**config.mk**
```make
export PLATFORM = sky130hd
export DESIGN_NAME = div8_seq
export DESIGN_NICKNAME = d
export VERILOG_FILES = /design/src/rtl/div8_seq.sv
export SDC_FILE = /design/constraint.sdc
export NUM_CORES = 1
export LEC_CHECK = 0
export CAP_MARGIN = 20
export CORE_MARGIN = 1
export CORE_UTILIZATION = 53
export CTS_BUF_LIST = sky130_fd_sc_hd__clkbuf_8 sky130_fd_sc_hd__clkbuf_16
export CTS_CLUSTER_DIAMETER = 80
export DETAILED_ROUTE_END_ITERATION = 12
export PLACE_DENSITY = 0.8
export SYNTH_ARGS = -nofsm -noshare
export SYNTH_HDL_FRONTEND = slang
export SYNTH_SLANG_ARGS = --single-unit
export TNS_END_PERCENT = 20
```
**constraint.sdc**
```tcl
create_clock -name clk -period 3.1 [get_ports clk]
set_input_delay 0.93 -clock clk [delete_from_list [all_inputs] [get_ports clk]]
set_output_delay 0.93 -clock clk [all_outputs]
set_load 0.02 [all_outputs]
```
**src/rtl/div8_seq.sv**
```systemverilog
// Sequential unsigned restoring divider: one shift-subtract step per clock, WIDTH steps per operation.
// Divide-by-zero answers in one cycle with quotient all ones, remainder = dividend and the flag set.
module div8_seq #(
  parameter int WIDTH = 8
) (
  input  logic             clk,
  input  logic             rst_n,
  input  logic             start,
  input  logic [WIDTH-1:0] dividend,
  input  logic [WIDTH-1:0] divisor,
  output logic             busy,
  output logic             done,
  output logic [WIDTH-1:0] quotient,
  output logic [WIDTH-1:0] remainder,
  output logic             div_by_zero
);

  localparam int CW = (WIDTH > 1) ? $clog2(WIDTH) : 1;
  localparam logic [CW-1:0] LAST = CW'(WIDTH - 1);

  typedef enum logic {IDLE, CALC} state_t;

  state_t           state, state_d;
  logic [CW-1:0]    cnt, cnt_d;
  logic [WIDTH-1:0] dvd, dvd_d;
  logic [WIDTH-1:0] dvs, dvs_d;
  logic [WIDTH:0]   part, part_d;
  logic [WIDTH-1:0] quotient_d, remainder_d;
  logic             done_d, dbz_d;

  logic [WIDTH:0]   shifted, trial, part_step;
  logic [WIDTH-1:0] dvd_step;
  logic             qbit;

  // Partial stays below the divisor, so the trial's top bit is a reliable sign.
  always_comb begin
    shifted   = {part[WIDTH-1:0], dvd[WIDTH-1]};
    trial     = shifted - {1'b0, dvs};
    qbit      = ~trial[WIDTH];
    part_step = qbit ? trial : shifted;
    dvd_step  = (dvd << 1) | {{(WIDTH-1){1'b0}}, qbit};
  end

  always_comb begin
    state_d     = state;
    cnt_d       = cnt;
    dvd_d       = dvd;
    dvs_d       = dvs;
    part_d      = part;
    quotient_d  = quotient;
    remainder_d = remainder;
    dbz_d       = div_by_zero;
    done_d      = 1'b0;
    case (state)
      IDLE: begin
        if (start) begin
          if (divisor == '0) begin
            quotient_d  = '1;
            remainder_d = dividend;
            dbz_d       = 1'b1;
            done_d      = 1'b1;
          end else begin
            dvd_d   = dividend;
            dvs_d   = divisor;
            part_d  = '0;
            cnt_d   = '0;
            state_d = CALC;
          end
        end
      end
      CALC: begin
        part_d = part_step;
        dvd_d  = dvd_step;
        cnt_d  = cnt + 1'b1;
        if (cnt == LAST) begin
          quotient_d  = dvd_step;
          remainder_d = part_step[WIDTH-1:0];
          dbz_d       = 1'b0;
          done_d      = 1'b1;
          cnt_d       = '0;
          state_d     = IDLE;
        end
      end
      default: state_d = IDLE;
    endcase
  end

  always_ff @(posedge clk or negedge rst_n) begin
    if (!rst_n) begin
      state       <= IDLE;
      cnt         <= '0;
      dvd         <= '0;
      dvs         <= '0;
      part        <= '0;
      quotient    <= '0;
      remainder   <= '0;
      div_by_zero <= 1'b0;
      done        <= 1'b0;
    end else begin
      state       <= state_d;
      cnt         <= cnt_d;
      dvd         <= dvd_d;
      dvs         <= dvs_d;
      part        <= part_d;
      quotient    <= quotient_d;
      remainder   <= remainder_d;
      div_by_zero <= dbz_d;
      done        <= done_d;
    end
  end

  assign busy = (state == CALC);

endmodule

```
* After elaboration in Yosys (flattened, before gate mapping)
Cells that the tools add are included.
** Operators by class
- Magnitude comparators :: 0
- Bitwise gates (word level) :: 4
- Add/sub/neg operators :: 2
- $mul :: 0
- Equality and inequality tests :: 5
- Reductions and logical operators :: 4
- Shift-type cells :: 0
- Div/mod/pow operators :: 0
- Multiplexer cells :: 31
** Operators with widths (count)
- $mux W8 :: 11
- $pmux W8 S2 :: 4
- $mux W1 :: 9
- $mux W3 :: 3
- $sub A9 B8 Y9 :: 1
- $logic_not A8 Y1 :: 1
- $or A8 B1 Y8 :: 1
- $ne A2 B2 Y1 const B :: 3
- $pmux W1 S2 :: 3
- $pmux W3 S2 :: 1
- $reduce_and A3 Y1 :: 2
- $add A3 B1 Y3 const B :: 1
- $eq A3 B3 Y1 const B :: 1
- $not A1 Y1 :: 3
- $ne A2 B1 Y1 const B :: 1
- $reduce_and A2 Y1 :: 1
** Word-level totals
- Memories kept :: 0
- Logic and storage cells :: 55
- Output and inout bits :: 19
- Bits in latches :: 0
- ROM bits :: 0
- Register bits after elaboration :: 46
- Memory bits (writable) :: 0

* Depth between registers and ports, before layout
Gate-level depths: netlist of the first run.
- Depth after elaboration :: 5
- Gate-level depth with buffers :: 12
- Mapped depth without buffers :: 10

* Worst setup path after synthesis of the first run
Ideal clock, no wire load.
- Kind :: register to register
- From :: register dvd[7]
- To :: register remainder[1]
- Required time :: 2963 ps
- Setup slack :: 736 ps
- Arrival :: 2227 ps
- Cell stages (with the launch flop) :: 12
- Path buffers :: 2
- Path through :: dfrtp_1 -> inv_1 -> ha_1 -> inv_1 -> fa_1 -> a211oi_2 -> o211ai_1 -> a221o_1 -> buf_6 -> buf_6 -> mux2i_1 -> a21oi_1
** On the way
- Longest elaborated chain between the ends :: 4
** Ends and longest elaborated chain
- start: declaration :: RTL line 25 : logic [WIDTH-1:0] dvd, dvd_d;
- start signal: assignment :: RTL line 102 : dvd <= dvd_d;
- $sub A9 B8 Y9 :: RTL line 38 : trial = shifted - {1'b0, dvs};
- $mux W8 :: RTL line 40 : part_step = qbit ? trial : shifted;
- $mux W8 :: RTL line 75 : if (cnt == LAST) begin
- $pmux W8 S2 :: RTL line 54 : case (state)
- end signal: assignment :: RTL line 106 : remainder <= remainder_d;
- end: declaration :: RTL line 14 : output logic [WIDTH-1:0] remainder,
Every way passes these cells. The select of a mux whose other input is x is not followed.
A chain may end at the register's enable or synchronous reset.

* Worst setup path in the final report of the first run
- From :: register dvd[7]
- To :: register remainder[4]
The elaborated chain is that of the path after synthesis.

==> results of run 1 <==
## worst max path at each step
stage | depth (start not counted) | slack [ns] | end
finish | 9 | 0.23 | remainder[4]
global route | 9 | 0.08 | remainder[4]
CTS | 9 | 0.28 | remainder[4]
detailed placement | 7 | 0.23 | dvd[7]
global placement | 8 | 0.27 | dvs[5]
floorplan | 11 | 0.74 | remainder[1]
## flip-flops by register name, indices dropped and copies added (netlist names)
name         cells
busy             1
cnt              3
div_by_zero      1
done             1
dvd              8
dvs              8
part             8
quotient         8
remainder        8
## metal layers
layer | wire [um] | vias up | GRT usage (%)
li1 | - | 921 | -
met4 | 85 | 0 | 9.38
met1 | 2450 | 904 | 36.2
met2 | 2270 | 46 | 37.3
met5 | 0 | - | 0
met3 | 195 | 6 | 5.07
## metrics by stage
step                      instances  total power, W  instance area (sq um)  util [%]  setup WS (ns)
after global placement          320         0.00331                   2710      66.3          0.266
after floorplan                 238         0.00281                   2290         -          0.736
after CTS                       328         0.00384                   2820      69.0          0.275
after detailed placement        320         0.00337                   2710      66.3          0.228
after global routing            328         0.00415                   2820      69.0         0.0848
final                           328         0.00383                   2820      69.0          0.233
## cells in the final DEF, fill, tap and decap left out, types with 3 or more instances in the layout
master	netlist	routed
clkbuf_8	0	5
o21ai_1	3	3
dfrtp_1	46	46
o21a_1	3	3
ha_1	10	10
clkdlybuf4s50_1	0	36
nor2_1	23	23
a22oi_1	5	5
inv_1	12	13
a21oi_1	19	19
mux2i_1	4	4
o211ai_1	4	4
a22o_1	4	4
nand2_1	38	38
o21ai_0	15	15
buf_4	0	6
o22ai_1	4	4
## synth_stat cells (2+ instances only)
master / instances
ha_1: 10
o22ai_1: 4
mux2i_1: 4
a21oi_1: 19
a31oi_1: 2
buf_6: 2
a21oi_2: 2
nor4_1: 2
o21ai_1: 3
o21ai_0: 15
a211oi_2: 2
a21o_1: 2
nand2_1: 38
o21a_1: 3
nand4_1: 2
nor3_1: 2
inv_1: 12
xnor2_1: 2
clkbuf_1: 8
a22o_1: 4
nor2_1: 23
o211ai_1: 4
a22oi_1: 5
dfrtp_1: 46
xor2_1: 2
o22a_1: 2
## power breakdown
group | switching (W) | internal [W] | total (W)
combinational | 0.00131 | 0.000982 | 0.00229
sequential | 0.000179 | 0.000917 | 0.00110
clock | 0.000205 | 0.000237 | 0.000442
## worst max-delay path: stages (launching register included)
cell	delay, ns
dfrtp_1	0.38
inv_1	0.08
ha_1	0.19
inv_1	0.06
fa_1	0.43
a211oi_2	0.30
o211a_1	0.20
a221o_1	0.59
mux2i_1	0.38
a21oi_1	0.12
## final cells by class
class / count / area [sq um] / area share (%)
Inverter: 13 / 48.8 / 1.73
Clock inverter: 3 / 41.3 / 1.46
Tap cell: 50 / 62.6 / 2.22
Sequential cell: 46 / 1150 / 40.8
Clock buffer: 5 / 68.8 / 2.44
Timing Repair Buffer: 43 / 410 / 14.6
Multi-Input combinational cell: 168 / 1040 / 36.8
## logic make-up after synthesis
group / count (synthesis) / share of synthesized area (%)
AND/OR/NAND/NOR: 72 / 12.9
adder cells (fa/ha/maj): 11 / 6.33
flip-flops: 46 / 50.2
buffers and inverters: 24 / 4.63
multiplexers: 5 / 2.24
XOR/XNOR: 4 / 1.53
AO/OA/AOI/OAI: 76 / 22.2
==> metrics.md, run 1 <==
| Metric | Value |
|---|---|
| First-pass GRT wire length | 8210 um |
| Port bufs | 37 |
| Max_cap viols | 0 |
| Setup bufs post-CTS | 0 |
| Pre-antenna DRT Iters | 4 |
| Fin crit share | 92.5% |
| Total GRT Usage | 25.2% |
| Clock root cell | clkbuf_8 |
| RSZ-0062 raised after global routing | no |
| P_leak | 1.24 nW |
| Setup TNS | 0 ns |
| Synth area leader | dfrtp_1 |
| Post-synth top flop | dfrtp_1 |
| CTS max path bufs | 2 |
| Hold Vio Cnt, Final | 0 |
| Worst hold path depth | 2 |
| Avg Vias per Cell | 5.72 |
| Slew Viols, Final | 0 |
| Register area share after synthesis | 50.2% |
| Vias post-DR | 1877 |
| Flop2flop setup slack | 0.23 ns |
| Top cells by area, synth | dfrtp_1 (50%), nand2_1 (6.2%), ha_1 (5.5%) |
| Final hold slack | 0.486 ns |
| Status | finished clean |
| Drt drc | 0 |
| Peak VDD IR | 0.971 mV |
| Starting Density | 56.2% |
| Max-Slew Margin vs Limit | 51.0% |
| Final Setup Violations | 0 |
| Critical Path AT | 3.03 ns |
| TritonCTS clock tree | done |
| Post-CTS sizing | 0 |
| Antenna Nets Post-Route | 0 |
| Post-Syn Nets | 268 |
| Clk_skew | 0.00952 ns |
| Die Width | 67.8 um |
| Synth Register Bits | 46 |
| Rows | 23 |
| Clock transition at path regs | 0.08 ns |
| Worst min-delay path startpoint | div_by_zero |
| Initial antenna violation count | 0 |
| Routability cong. | 0.777 |
| Critical path class | register to register |
| Final net count | 307 |
| Cell variety after synth | 44 |
| Critical Path RT | 3.26 ns |
| Worst R2R Start | dvd[7] |
| Share of cells above drive strength 1 | 7.55% |
| Yosys warnings | 0 |
| Startpoint types | register |
| FF-to-FF End | remainder[4] |
| Hold EP | div_by_zero |
| Crit. Startpoint | dvd[7] |
| Syn Std Cell Area | 2290 sq um |
| H-tree depth | 2 |
| Worst skew pair latency | 0.30 ns |
| Mapped Cells | 238 |
| Worst Tran Pin Value | 0.735 ns |
| Critical Path Fanout Max | 17 |
| Fmax | 349 MHz |
| WL per Instance | 15.3 um |
| IO Count | 38 |
| Hold Path Class | register to register |
| Vias in the first global route | 1666 |
| Drt total wl | 5010 um |
| Antenna diodes | 0 |
| Synth Area per Inst | 9.64 sq um |
| Post-CTS Hold Fix Bufs | 0 |
| Clock buffer count from CTS | 5 |
| Number of fill cells | 335 |
| Synth async-reset ratio | 100% |
| Power Density | 1360 nW/um^2 |
| Largest net degree at the start of global routing | 25 |
| Sinks on Clock Net | 46 |
| Area of the die | 4600 sq um |
| Grt total ovfl | 0 |
| Die H | 67.8 um |
| Top-area cell type share of the netlist area | 50.2% |
| Critical path capture point type | register |
| Post-DP HPWL | 3540 um |
| Initial drt markers | 84 |
| EDFF count, synth | 0 |
| Placeable Area | 4090 sq um |
| Synth-to-layout area growth | 22.9% |
| R2R depth | 9 |
| Minimum clock period | 2.87 ns |
(Power assumes the default switching activity.)
==> inputs of run 2 (changes only) <==
Settings changed: SKIP_LAST_GASP from default to 1.
Clock period 3.1 ns to 3.2 ns, I/O delays scaled along.
==> run 2 against run 1 <==
Net effect:
- worst hold slack got worse by 0.023 ns
- clock power decreased by 19%
- critical path depth unchanged
- clock-buffer cell count unchanged
- global-route usage is 0.97 points higher
- clock skew shrank 0.0014 ns
- non-clock buffer count stayed put
- cell count did not move
- sequential cell count did not move
- routed wire length grew 7.2%
- cell area is 0.40% lower
==> metrics.md, run 2 (synthesis results as in run 1) <==
| Metric | Value |
|---|---|
| Status | finished clean |
| Post-CTS sizing | 0 |
| Setup bufs post-CTS | 0 |
| Critical Path RT | 3.36 ns |
| Part of the power in registers | 29.5% |
| IO Count | 38 |
| Commonest non-fill, non-tap cell in the layout | dfrtp_1 |
| Starting Density | 56.2% |
| Synth-to-layout area growth | 22.4% |
| Worst skew pair latency | 0.30 ns |
| Critical Path AT | 2.88 ns |
| Startpoint types | register |
| Port bufs | 37 |
| Clock root cell | clkbuf_8 |
| Grt total ovfl | 0 |
| Die Width | 67.8 um |
| Fmax | 368 MHz |
| Drt total wl | 5370 um |
| Largest net degree at the start of global routing | 47 |
| Combinational share of power | 60.7% |
| Critical path capture point type | register |
| Share of cells above drive strength 1 | 7.55% |
| Setup crit end | remainder[6] |
| Total power | 0.00365 W |
| Minimum clock period | 2.72 ns |
| Vias in the first global route | 1792 |
| TritonCTS clock tree | done |
| Clock power share | 9.8% |
| Worst Tran Pin Value | 0.685 ns |
| Initial antenna violation count | 0 |
| Flop2flop setup slack | 0.48 ns |
| Sinks on Clock Net | 46 |
| Max-Slew Margin vs Limit | 54.3% |
| Crit. Startpoint | dvd[7] |
| Max_cap viols | 0 |
| Hold Path Class | input pin to asynchronous set/reset pin |
| First-pass GRT wire length | 8650 um |
| Antenna diodes | 0 |
| Die H | 67.8 um |
| Drt drc | 0 |
| Critical path class | register to register |
| Placeable Area | 4090 sq um |
| Post-CTS Hold Fix Bufs | 0 |
| Switching share of power | 45.5% |
| RSZ-0062 raised after global routing | no |
| H-tree depth | 2 |
| Multi-input logic area | 1040 sq um |
| Clk_skew | 0.00808 ns |
| CTS max path bufs | 2 |
| WL per Instance | 16.4 um |
| Sw Pwr | 0.00166 W |
| Slew Viols, Final | 0 |
| Number of fill cells | 334 |
| Total GRT Usage | 26.1% |
| Critical Path Fanout Max | 17 |
| FF-to-FF End | remainder[6] |
| Vias post-DR | 1885 |
| Setup TNS | 0 ns |
| Initial drt markers | 100 |
| Core Util, Final | 68.7% |
| Area of the die | 4600 sq um |
| Int Pwr | 0.00199 W |
| Clock buffer count from CTS | 5 |
| Routability cong. | 0.834 |
| R2R depth | 9 |
| Leading cell types in the layout, fill and taps excluded | dfrtp_1 (46), nand2_1 (38), clkdlybuf4s50_1 (36) |
| Post-DP HPWL | 3710 um |
| Fin crit share | 85.0% |
| Reg area | 1150 sq um |
| Placed Instances | 319 |
| Clock transition at path regs | 0.09 ns |
| Final net count | 307 |
| Peak VDD IR | 0.582 mV |
| Pre-antenna DRT Iters | 4 |
| Worst R2R Start | dvd[7] |
| Final Setup Violations | 0 |
| Rows | 23 |
| Antenna Nets Post-Route | 0 |
| P_leak | 1.24 nW |
| Power Density | 1300 nW/um^2 |
| Avg Vias per Cell | 5.75 |
| Hold Vio Cnt, Final | 0 |
| Non-filler cells, final | 328 |
run 2: cell count changes in the layout (fill, tap and decap cells not counted):
| cell | change |
|---|---|
| buf_4 | -1 |
| clkinvlp_4 | -1 |
| clkinv_4 | +1 |
| bufinv_16 | -1 |
| clkinv_2 | +1 |
| buf_12 | +1 |
run 2: layout make-up:
type / instances / share of cell area (%)
Clock inverter: 3 / 0.624
Multi-Input combinational cell: 168 / 36.9
Timing Repair Buffer: 43 / 15.1
Inverter: 13 / 1.74
Tap cell: 50 / 2.23
Clock buffer: 5 / 2.45
Sequential cell: 46 / 41.0
run 2: worst min path at each step:
stage	start	end	slack, ns	cells after the start
global placement	div_by_zero	div_by_zero	0.46	2
floorplan	cnt[0]	cnt[0]	0.45	1
detailed placement	div_by_zero	div_by_zero	0.47	2
global route	rst_n	dvs[1]	0.46	1
CTS	div_by_zero	div_by_zero	0.50	2
finish	rst_n	dvs[1]	0.46	1
run 2: layer usage:
metal  vias up  global-route usage (%)  wire [um]
li1        916                       -          -
met1       904                    36.8       2590
met2        55                    39.6       2430
met3        10                    5.07        258
met4         0                    9.90         87
met5         -                       0          0
run 2: power groups by stage:
stage               Sequential, W  Combinational, W  Clock [W]
floorplan                 0.00117           0.00155          0
global placement          0.00107           0.00213          0
detailed placement        0.00109           0.00220          0
CTS                       0.00107           0.00221   0.000366
global route              0.00111           0.00247   0.000381
finish                    0.00108           0.00222   0.000356
run 2: metrics by stage:
step           setup WS [ns]  hold WS (ns)  area [sq um]
3_5_place_dp           0.309         0.474          2700
3_3_place_gp           0.313         0.462          2700
5_1_grt                0.291         0.461          2810
6_report               0.480         0.463          2810
4_1_cts                0.494         0.496          2790
2_1_floorplan          0.836         0.453          2290
run 2: worst max-delay path, cell delays in order (launching register included):
cell      delay (ns)
dfrtp_1         0.39
inv_1           0.08
ha_1            0.16
inv_1           0.05
fa_1            0.43
a211oi_2        0.27
o211a_1         0.19
a221o_1         0.55
mux2i_1         0.35
a21oi_1         0.11
==> inputs of run 3 (changes only) <==
Settings changed: SETUP_SLACK_MARGIN from default to 0.2.
==> results of run 3 <==
No change in the layout: final DEF, timing and power equal those of run 2.
